<file path="config.mk">
export PLATFORM = sky130hd
export DESIGN_NAME = pipe_reg_sf
export DESIGN_NICKNAME = d
export VERILOG_FILES = /design/src/rtl/pipe_reg_sf.sv
export SDC_FILE = /design/constraint.sdc
export NUM_CORES = 1
export LEC_CHECK = 0
export CAP_MARGIN = 20
export CORE_ASPECT_RATIO = 0.9
export CORE_MARGIN = 3
export CORE_UTILIZATION = 30
export CTS_CLUSTER_DIAMETER = 120
export DETAILED_ROUTE_END_ITERATION = 7
export PLACE_DENSITY_LB_ADDON = 0.1
export SYNTH_ARGS = -nofsm -noshare
export SYNTH_HDL_FRONTEND = slang
export SYNTH_SLANG_ARGS = --single-unit
</file>
<file path="constraint.sdc">
create_clock -name clk -period 4.3 [get_ports clk]
set_clock_uncertainty 0.2 [all_clocks]
set_input_delay 0.645 -clock clk [delete_from_list [all_inputs] [get_ports clk]]
set_output_delay 0.645 -clock clk [all_outputs]
set_load 0.02 [all_outputs]
</file>
<file path="src/rtl/pipe_reg_sf.sv">
// Multi-stage execute-to-memory pipeline register with valid tracking, stall, flush
// and a combinational register-forwarding lookup over the in-flight stages.
module pipe_reg_sf #(
    parameter int DBITS               = 32,
    parameter int REG_INDEX_BIT_WIDTH = 4,
    parameter int STAGES              = 2,
    parameter int OCC_BITS            = 3
) (
    input  logic                           clk,
    input  logic                           reset,
    input  logic                           valid_in,
    input  logic                           stall,
    input  logic                           flush,
    input  logic [DBITS-1:0]               aluOut,
    input  logic [DBITS-1:0]               PCinc,
    input  logic [DBITS-1:0]               dmemDataIn,
    input  logic                           dmemWrtEn,
    input  logic                           memtoReg,
    input  logic                           jal,
    input  logic                           regFileWrtEn,
    input  logic [REG_INDEX_BIT_WIDTH-1:0] regWrtIndex,
    input  logic [REG_INDEX_BIT_WIDTH-1:0] fwd_idx,
    output logic                           valid_out,
    output logic [DBITS-1:0]               dmemAddr_out,
    output logic [DBITS-1:0]               regFileAluOut_out,
    output logic [DBITS-1:0]               dmemDataIn_out,
    output logic [DBITS-1:0]               PCinc_out,
    output logic                           dmemWrtEn_out,
    output logic                           regFileWrtEn_out,
    output logic                           memtoReg_out,
    output logic                           jal_out,
    output logic [REG_INDEX_BIT_WIDTH-1:0] regWrtIndex_out,
    output logic                           fwd_hit,
    output logic [DBITS-1:0]               fwd_data,
    output logic                           fwd_load_hazard,
    output logic [OCC_BITS-1:0]            occupancy
);

    typedef struct packed {
        logic                           valid;
        logic [DBITS-1:0]               alu;
        logic [DBITS-1:0]               pcinc;
        logic [DBITS-1:0]               ddata;
        logic                           dmem_we;
        logic                           mem2reg;
        logic                           jal;
        logic                           rf_we;
        logic [REG_INDEX_BIT_WIDTH-1:0] widx;
    } stage_t;

    // Index 0 is the youngest stage, STAGES-1 drives the outputs.
    stage_t stage_q [STAGES];
    stage_t stage_d [STAGES];
    stage_t in_s;
    stage_t last_s;

    always_comb begin
        in_s = '{valid: valid_in, alu: aluOut, pcinc: PCinc, ddata: dmemDataIn,
                 dmem_we: dmemWrtEn, mem2reg: memtoReg, jal: jal,
                 rf_we: regFileWrtEn, widx: regWrtIndex};
    end

    // NOTE: every stage is defaulted to its current value before any branch, so no
    // path through this block leaves a variable unassigned and no latch is inferred.
    always_comb begin
        stage_d = stage_q;
        if (flush) begin
            for (int k = 0; k < STAGES; k++) begin
                stage_d[k].valid = 1'b0;
            end
        end else if (!stall) begin
            stage_d[0] = in_s;
            for (int k = 1; k < STAGES; k++) begin
                stage_d[k] = stage_q[k-1];
            end
        end
    end

    // NOTE: payload is reset along with the valid bits so the outputs read 0 after
    // reset; state is written with non-blocking assignments so all stages shift at once.
    always_ff @(negedge clk) begin
        if (reset) begin
            for (int k = 0; k < STAGES; k++) begin
                stage_q[k] <= '0;
            end
        end else begin
            stage_q <= stage_d;
        end
    end

    always_comb begin
        occupancy = '0;
        for (int k = 0; k < STAGES; k++) begin
            occupancy = occupancy + OCC_BITS'(stage_q[k].valid);
        end
    end

    // Walk oldest to youngest so the youngest matching stage is the one left standing.
    always_comb begin
        fwd_hit         = 1'b0;
        fwd_data        = '0;
        fwd_load_hazard = 1'b0;
        for (int k = STAGES - 1; k >= 0; k--) begin
            if (stage_q[k].valid && stage_q[k].rf_we && !stage_q[k].jal &&
                stage_q[k].widx == fwd_idx) begin
                if (stage_q[k].mem2reg) begin
                    fwd_hit         = 1'b0;
                    fwd_data        = '0;
                    fwd_load_hazard = 1'b1;
                end else begin
                    fwd_hit         = 1'b1;
                    fwd_data        = stage_q[k].alu;
                    fwd_load_hazard = 1'b0;
                end
            end
        end
    end

    always_comb begin
        last_s            = stage_q[STAGES-1];
        valid_out         = last_s.valid;
        dmemAddr_out      = last_s.alu;
        regFileAluOut_out = last_s.alu;
        dmemDataIn_out    = last_s.ddata;
        PCinc_out         = last_s.pcinc;
        dmemWrtEn_out     = last_s.dmem_we & last_s.valid;
        regFileWrtEn_out  = last_s.rf_we & last_s.valid;
        memtoReg_out      = last_s.mem2reg;
        jal_out           = last_s.jal;
        regWrtIndex_out   = last_s.widx;
    end

endmodule

</file>
==> key figures, run 1 <==
Critical path
  • Data arrival, critical path: 4440 ps
  • Worst R2R Setup Slack: 3180 ps
  • Cell count of the worst reg-to-reg path: 4
  • Worst Path Required: 3450 ps
  • R2r endpoint: stage_q[209]
  • Endpoint type of the worst setup path: output pin
  • Cell Chain, Critical Path: xor2_2 > a2111oi_4 > and3b_2 > buf_6 > buf_12 > buf_12 > a31o_4 > buf_6
  • Critical path class: reg -> out
  • Delay of the slowest critical-path stage: 340 ps
  • Crit path max fanout: 6
  • Worst setup SP type: flip-flop
  • Reg-to-reg critical path startpoint: stage_q[209]
  • Slowest-stage cell, CP: a2111oi_4

Route
  • Drt first pass iters: 4
  • DRT Wirelength: 27900 um
  • Vias: 8719
  • DRC: 0
  • Starting DRT DRC Count: 420
  • Via density: 4.46
  • ANT nets after route: 0
  • Avg WL per Cell: 14.2 um

Logic synthesis
  • Leading post-synthesis cells by instance count: nand2_1 (416), dfxtp_1 (210), a21oi_1 (208)
  • Seq/Total Area, Yosys: 0.464
  • Avg Cell Area, Syn: 7.88 um2
  • Yosys top cell by area: dfxtp_1
  • Dominant cells by area after synthesis: dfxtp_1 (46%), nand2_1 (17%), a21oi_1 (11%), buf_4 (11%), a31o_1 (3.1%)
  • Gate Count Post-Synth: 1150
  • Yosys warns: 0
  • Primary FF master, synth: dfxtp_1
  • Syn Std Cell Area: 0.00907 mm2
  • EDFF count, synth: 0
  • Synthesized net count: 1264
  • Synth async-reset ratio: 0
  • Synthesis-stage register bit count: 210
  • Distinct cells, synth: 33
  • Most common cell in the netlist: nand2_1
  • Yosys top cell area share: 0.464

Hold path
  • Worst hold stages: 2
  • Worst Hold End: dmemDataIn_out[2]
  • Worst min-delay path category: reg -> reg
  • Hold Crit Start: stage_q[115]

Floorplan
  • Num ports: 287
  • FP Rows: 59
  • Die ar.: 0.0323 mm2
  • Die H: 171 um
  • Core ar.: 0.0293 mm2
  • DIE WIDTH: 189 um
  • Effective utilization at floorplan: 0.309

Clocking
  • Root Driver: clkbuf_16
  • H-tree levels: 1
  • CTS tree: built
  • Clk_lat worst skew: 570 ps
  • CTS sink count: 210
  • Max Buffers Root-to-Sink: 3
  • TritonCTS Buffers: 25
  • Clock slew at reported path FFs: 30 ps

Global route
  • Pin count of the biggest net entering global routing: 55
  • Initial antenna violation count: 2
  • Global route overflow: 0
  • Global-route wire length before repair: 43600 um
  • Vias in the first global route: 8783
  • Total GRT Usage: 0.162

Power
  • Power Density: 391 mW/mm2
  • Leakage: 6.31 nW
  • Overall Power: 5.50 mW
  • VDD IR max: 0.000259 V

Placed design
  • Global placement routability congestion: 0.772
  • Port Buffers: 285
  • Worst slack at placement: -804 ps
  • DP HPWL: 18000 um
  • DP Area: 0.0121 mm2
  • Post-Place Cells: 1685

STA
  • Post-route setup slack: -986 ps
  • WHS: 242 ps
  • Final setup fails: 35
  • RSZ-0062 raised after global routing: true
  • Final setup TNS: -31590 ps
  • Final Hold Fails: 0
  • Final Max Slew Viols: 0

Cells and area
  • Area Overhead vs Synth: 55.1%
  • Final instance area: 0.0141 mm2
  • Share of cells above drive strength 1: 0.211
  • Number of nets in the layout: 1658
  • Antenna cells: 0
  • Fin cells: 1957
  • Fin util: 0.480

Flow run
  • Max-Cap Viols: 0

Status
  • Failing checks: negative setup slack
  • Outcome: finished, violations left
## routing by layer
metal / vias up / share of wire / track usage
li1: 4422 / - / -
met1: 4005 / 0.46 / 0.199
met2: 251 / 0.45 / 0.245
met3: 37 / 0.074 / 0.0748
met4: 4 / 0.019 / 0.0710
met5: - / 0.00082 / 0
## worst max path at each step
stage                                  start      endpoint  slack, ps
after floorplan                 stage_q[105]  fwd_data[10]        -90
after global placement    regWrtIndex_out[0]   fwd_data[4]       -760
after detailed placement        stage_q[105]   fwd_data[3]       -800
after CTS                 regWrtIndex_out[0]  fwd_data[24]      -1000
after global routing      regWrtIndex_out[0]   fwd_data[5]      -1090
final                     regWrtIndex_out[0]  fwd_data[10]       -990
## final cells by class
cell class                 instances  area, um2
fill                            2964      15200
sequential                       210       4250
timing repair buffer             378       3870
multi-input combinational        716       3780
clock inverter                   229       1030
clock buffer                      25        626
tap                              396        495
inverter                           3       11.3
## cells in the final DEF, fill, tap and decap left out, types with 23 or more instances in the layout
master           instances
nand2_1                416
inv_1                  220
a21oi_1                208
dfxtp_1                174
clkdlybuf4s50_1        111
buf_6                   53
dlygate4sd2_1           53
buf_4                   52
clkdlybuf4s15_2         48
dfxtp_2                 36
a31o_4                  29
clkbuf_16               26
nor4b_1                 24
buf_12                  23
## kinds of logic (layout without fill, tap and decap cells)
group,after synthesis,after routing,share of synthesized area
AOI/OAI and AO/OA,243,243,0.149
xor gates and xnor gates,6,6,0.00662
adders and majority gates,1,1,0.00138
buffers and inverters,224,635,0.160
DFF,210,210,0.464
muxes,3,3,0.00386
other,1,1,0.000414
and+or+nand+nor,462,462,0.215
## power breakdown
part	total [mW]	internal (mW)	switching [mW]
clock	3.00	1.67	1.33
sequential	2.06	2.03	0.0366
combinational	0.441	0.220	0.221
## registers in the layout, summed over array words and instances (netlist names), 2 cells and up
| register | cells |
|---|---|
| last_s | 2 |
| PCinc_out | 32 |
| regWrtIndex_out | 4 |
| dmemAddr_out | 32 |
| dmemDataIn_out | 32 |
| stage_q | 105 |
## critical path, delay by kind of cell, from the launching register on
kind,cells,cell delay (ps)
AO/OA/AOI/OAI,2,480
AND/OR/NAND/NOR,1,250
buffers and inverters,4,490
XOR/XNOR,1,180
flip-flops,1,320
## what timing repair did
item                                    4_1_cts  5_1_grt
pin swaps                                     3       12
resized for setup                           514       70
hold buffers                                  0        0
endpoints found under the setup margin      173      102
cloned                                        2        1
buffers inserted                              6       11
No activity file was read; power rests on OpenSTA's default activity.
==> run 2: changes to the inputs <==
Settings changed: CORE_MARGIN 3 to 2.
==> run 2 against run 1 <==
Net effect:
- the flow still finishes with violations (negative setup slack)
- first-iteration DRC count fell by 8.8%
- register-to-register slack barely moved
- sequential cell count did not move
- core utilization fell by 0.59 points
- worst setup slack improved by 99 ps
- via count barely moved
- die area fell by 2.2%
- wire length fell by 0.39%
- critical path depth fell by 1
- sequential power barely moved
- sequential share of layout area fell by 0.15 points
- critical path type unchanged
- largest cell class unchanged
==> key figures, run 2 (same netlist as run 1, synthesis figures left out) <==
Floorplan
  • Core ar.: 0.0298 mm2
  • FP Rows: 60
  • Die ar.: 0.0316 mm2
  • Num ports: 287
  • Effective utilization at floorplan: 0.304
  • Die H: 169 um
  • DIE WIDTH: 187 um

Route
  • Vias: 8726
  • DRT Wirelength: 27800 um
  • Starting DRT DRC Count: 383
  • ANT nets after route: 0
  • DRC: 0
  • Avg WL per Cell: 14.1 um
  • Drt first pass iters: 4
  • Via density: 4.44

Critical path
  • Slowest-stage cell, CP: dfxtp_2
  • Data arrival, critical path: 4340 ps
  • Cell mode on critical path: buf_6
  • Worst Path Required: 3450 ps
  • Delay-heaviest family, CP: compound AO/OA/AOI/OAI gates
  • Delay of the slowest critical-path stage: 320 ps
  • Cell Chain, Critical Path: xor2_2 > a2111oi_4 > and3b_2 > buf_6 > buf_16 > a31o_1 > buf_6
  • Buf/Inv on CP: 3
  • Endpoint type of the worst setup path: output pin
  • Crit path max fanout: 8
  • Worst setup SP type: flip-flop
  • Critical path class: reg -> out

Cells and area
  • Max FFs per register: 105
  • Commonest non-fill, non-tap cell in the layout: nand2_1
  • Final instance area: 0.0141 mm2
  • Commonest non-fill, non-tap cells in the layout: nand2_1 (416), inv_1 (220), a21oi_1 (208)
  • Fin cells: 1964
  • Number of nets in the layout: 1655
  • Area Overhead vs Synth: 55.8%
  • Share of cells above drive strength 1: 0.225
  • Layout fillers: 3063
  • Top reg by flops: stage_q

Power
  • Overall Power: 5.48 mW
  • VDD IR max: 0.000298 V
  • Power Density: 388 mW/mm2
  • NetSw: 1.60 mW
  • Gate power share: 0.082
  • Pint: 3.88 mW
  • Leakage: 6.22 nW
  • Clk pwr share: 0.541
  • Power share of the sequential group: 0.376
  • Switching Fraction: 0.291

STA
  • WHS: 238 ps
  • Final Hold Fails: 0
  • Final Max Slew Viols: 0
  • RSZ-0062 raised after global routing: true
  • Post-route setup slack: -888 ps
  • Final setup fails: 36
  • Least-Margin Pin Slew: 556 ps
  • Max_slew headroom: 0.630

Clocking
  • CTS tree: built
  • Max Buffers Root-to-Sink: 3
  • CTS sink count: 210
  • H-tree levels: 1
  • Clock slew at reported path FFs: 30 ps
  • TritonCTS Buffers: 26
  • Root Driver: clkbuf_16
  • Hold buffers post-CTS: 0
  • Clk_lat worst skew: 570 ps

Global route
  • Total GRT Usage: 0.169
  • Global-route wire length before repair: 43900 um
  • Initial antenna violation count: 2
  • Pin count of the biggest net entering global routing: 50
  • Vias in the first global route: 8902
  • Global route overflow: 0

Status
  • Failing checks: negative setup slack
  • Outcome: finished, violations left

Placed design
  • DP HPWL: 18000 um
  • Worst slack at placement: -804 ps
  • Port Buffers: 285
  • Post-Place Cells: 1701
  • DP Area: 0.0122 mm2
  • Global placement routability congestion: 0.771

Hold path
  • Worst min-delay path category: reg -> reg

Flow run
  • Max-Cap Viols: 0
-- run 2: cell count changes in the layout (fill, tap and decap cells not counted), sizes merged, moves of 2 or more --
cell           change
buf                -3
bufinv             -2
clkbuf             +4
clkdlybuf4s15      +5
clkinvlp           +3
diode              +2
dlygate4sd2        -8
inv                -2
-- run 2: timing repair --
item	CTS	global route
setup buffers	2	1
resized for setup	544	74
pin swaps	14	6
endpoints found under the setup margin	173	107
cloned	3	1
-- run 2: layout make-up --
type | instances | area (um2) | area share
inverters | 3 | 11.3 | 0.000797
multi-input cells | 716 | 3920 | 0.277
clock buffers | 27 | 676 | 0.0478
flip-flops and latches | 210 | 4250 | 0.301
diodes | 2 | 5.00 | 0.000354
clock inverters | 229 | 985 | 0.0697
repair buffers | 374 | 3780 | 0.268
well taps | 403 | 504 | 0.0357
-- run 2: path summary, 6_finish.rpt --
path / cells after the start / slack, ps / end / startpoint
hold reg to reg: 2 / 240 / PCinc_out[24] / stage_q[169]
setup / recovery: 7 / -890 / fwd_data[0] / regWrtIndex_out[0]
hold / removal: 2 / 240 / PCinc_out[24] / stage_q[169]
setup reg to reg: 4 / 3180 / stage_q[209] / stage_q[209]
-- run 2: metrics by stage --
step	util	TNS, ps
floorplan	-	-2700
global placement	0.408	-38650
detailed placement	0.408	-43370
CTS	0.471	-32680
global route	0.474	-32160
finish	0.474	-29200
-- run 2: power by group through the flow --
stage	clock network [mW]	registers [mW]	logic, mW
after floorplan	0.296	2.08	0.224
after global placement	0.296	2.09	0.455
after detailed placement	0.296	2.09	0.456
after CTS	3.11	2.06	0.453
after global routing	3.36	2.06	0.492
final	2.97	2.06	0.450
-- run 2: per-layer routing --
metal / routed length (um) / GRT usage / vias up / part of all wire
met2: 12900 / 0.261 / 260 / 0.47
met5: 16 / 0 / - / 0.00058
li1: - / - / 4422 / -
met4: 319 / 0.0673 / 2 / 0.011
met1: 12300 / 0.204 / 4021 / 0.44
met3: 2170 / 0.0771 / 21 / 0.078
-- run 2: worst register-to-register path: stages, from the launching register on --
cell     delay, ps
dfxtp_2        330
buf_6          130
mux2i_1        130
nor3_1          60
buf_4          150
==> patch (settings of run 1) <==
Change the parameter `OCC_BITS` from 3 to 6.
--- a/src/rtl/pipe_reg_sf.sv
+++ b/src/rtl/pipe_reg_sf.sv
@@ -4,7 +4,7 @@
     parameter int DBITS               = 32,
     parameter int REG_INDEX_BIT_WIDTH = 4,
     parameter int STAGES              = 2,
-    parameter int OCC_BITS            = 3
+    parameter int OCC_BITS            = 6
 ) (
     input  logic                           clk,
     input  logic                           reset,
Interface: changed (resized occupancy); port bits go from 287 to 290. The function was not compared with the original's and may differ.
==> patch against run 1 <==
The run still ends with setup timing left; routed wire length decreased by 0.63%; total power decreased by 1.1%; sequential power about the same; combinational power increased by 6.1%; worst setup slack improved by 0.048 ns; register-to-register slack about the same; area after synthesis increased by 0.25%; sequential cell count unchanged; cell area increased by 0.39%; first-iteration DRC count decreased by 1.7%; highest routed layer unchanged.
==> patch: results (changes against run 1) <==
[outcome]
status=finished, violations left
failed_checks=setup timing

[worst_setup_path]
worst_ep_arrival_time_ns=4.39  ; -0.05 ns
timing.critical_path.slowest_stage_cell=sky130_fd_sc_hd__dfxtp_2
critPathTopFamily=compound AO/OA/AOI/OAI gates
worstPathMaxFanout=8  ; +2

[place]
gpl_wtd_cong=0.727  ; -5.8%
detailed_place.area_um2=12300  ; +2.1%
place_inst=1704  ; +1.1%
dpl.hpwl_mm=18.3  ; +1.7%

[worst_hold_path]
hold_start=stage_q[140]$_SDFFE_NP0P_

[timing]
timing.setup.tns_ns=-29.58  ; +2.01 ns
final-setup-viol-count=35  ; unchanged
fin_ws_ns=-0.938  ; +0.0480 ns

[yosys]
synth_seq_area_share=0.462  ; -0.00115
netlist_instances=1153  ; +0.26%
synth.top_cell.area_share=0.462  ; -0.00115
synth_compound_area_frac=0.149  ; -0.000370
synth_top_cells_by_count=sky130_fd_sc_hd__nand2_1 (416), sky130_fd_sc_hd__dfxtp_1 (210), sky130_fd_sc_hd__a21oi_1 (208)
post_synth_fa_ha_maj_area_fraction=0.00138  ; -0.00000342
synth_xor_xnor_area_share=0.00661  ; -0.0000164
synthMuxAreaShare=0.00385  ; -0.00000957

[power_and_ir_drop]
switching_share=0.287  ; -0.000601
irDropWorstVdd_mv=0.253  ; -2.5%
p_leak_nw=6.36  ; +0.74%

[global_route]
global_route.usage.met3=0.0699  ; -0.00492
pin_count_of_the_biggest_net_entering_global_routing=64  ; +16%
use_met2=0.252  ; +0.00743
global_route.usage.total=0.161  ; -0.00100
grt_pass1_vias=8761  ; -0.25%
met1_usage=0.196  ; -0.00308
antenna_found_initial=1  ; -1

[route]
routed_wl_mm=27.7  ; -0.63%
drt_first_pass_iters=7  ; +3
vias=8722  ; +0.034%
wl_met3_mm=1.93  ; -6.5%
drt-met1-wl_mm=12.4  ; -3.6%
avgViaCountPerCell=4.43  ; -0.47%
met2_routed_wirelength_mm=13.0  ; +4.2%
dr.first_iter.drc_count=413  ; -1.7%

[finish]
fillCellCount=3030  ; +2.2%
antenna-diode-count=1  ; +1
num-nonclk-buffers=383  ; +1.3%
post_route_cells_drive_above_1_share=0.206  ; -0.00567
multi_input_area_um2=3770  ; -0.46%
seq_area_um2=4250  ; about the same
area_share_clock_buf_inv=0.115  ; -0.00223
multi_input_area_share=0.267  ; -0.00229
final_nets=1666  ; +0.48%

[clock_tree]
cts-root-to-sink-buffers=3  ; unchanged

==> patch: power groups by stage <==
stage | clock network (mW) | logic, mW | registers (mW)
floorplan | 0.296 | 0.228 | 2.08
global placement | 0.296 | 0.477 | 2.09
detailed placement | 0.296 | 0.478 | 2.09
CTS | 3.06 | 0.473 | 2.06
global route | 3.29 | 0.511 | 2.07
finish | 2.91 | 0.468 | 2.06
==> patch: path summary, 6_finish.rpt <==
| kind | endpoint | slack (ns) |
|---|---|---|
| setup / recovery | fwd_data[1] | -0.94 |
| setup reg to reg | stage_q[209]$_SDFFE_NP0N_ | 3.17 |
| hold reg to reg | dmemDataIn_out[27]$_SDFFE_NP0P_ | 0.24 |
| hold / removal | dmemDataIn_out[27]$_SDFFE_NP0P_ | 0.24 |
==> patch: repair_timing <==
item,CTS,global route
gates resized for setup,505,80
endpoints found under the setup margin,173,97
pin swaps,11,7
setup buffers,4,2
hold buffers,0,0
hold endpoints to repair,0,0
gates cloned,3,0
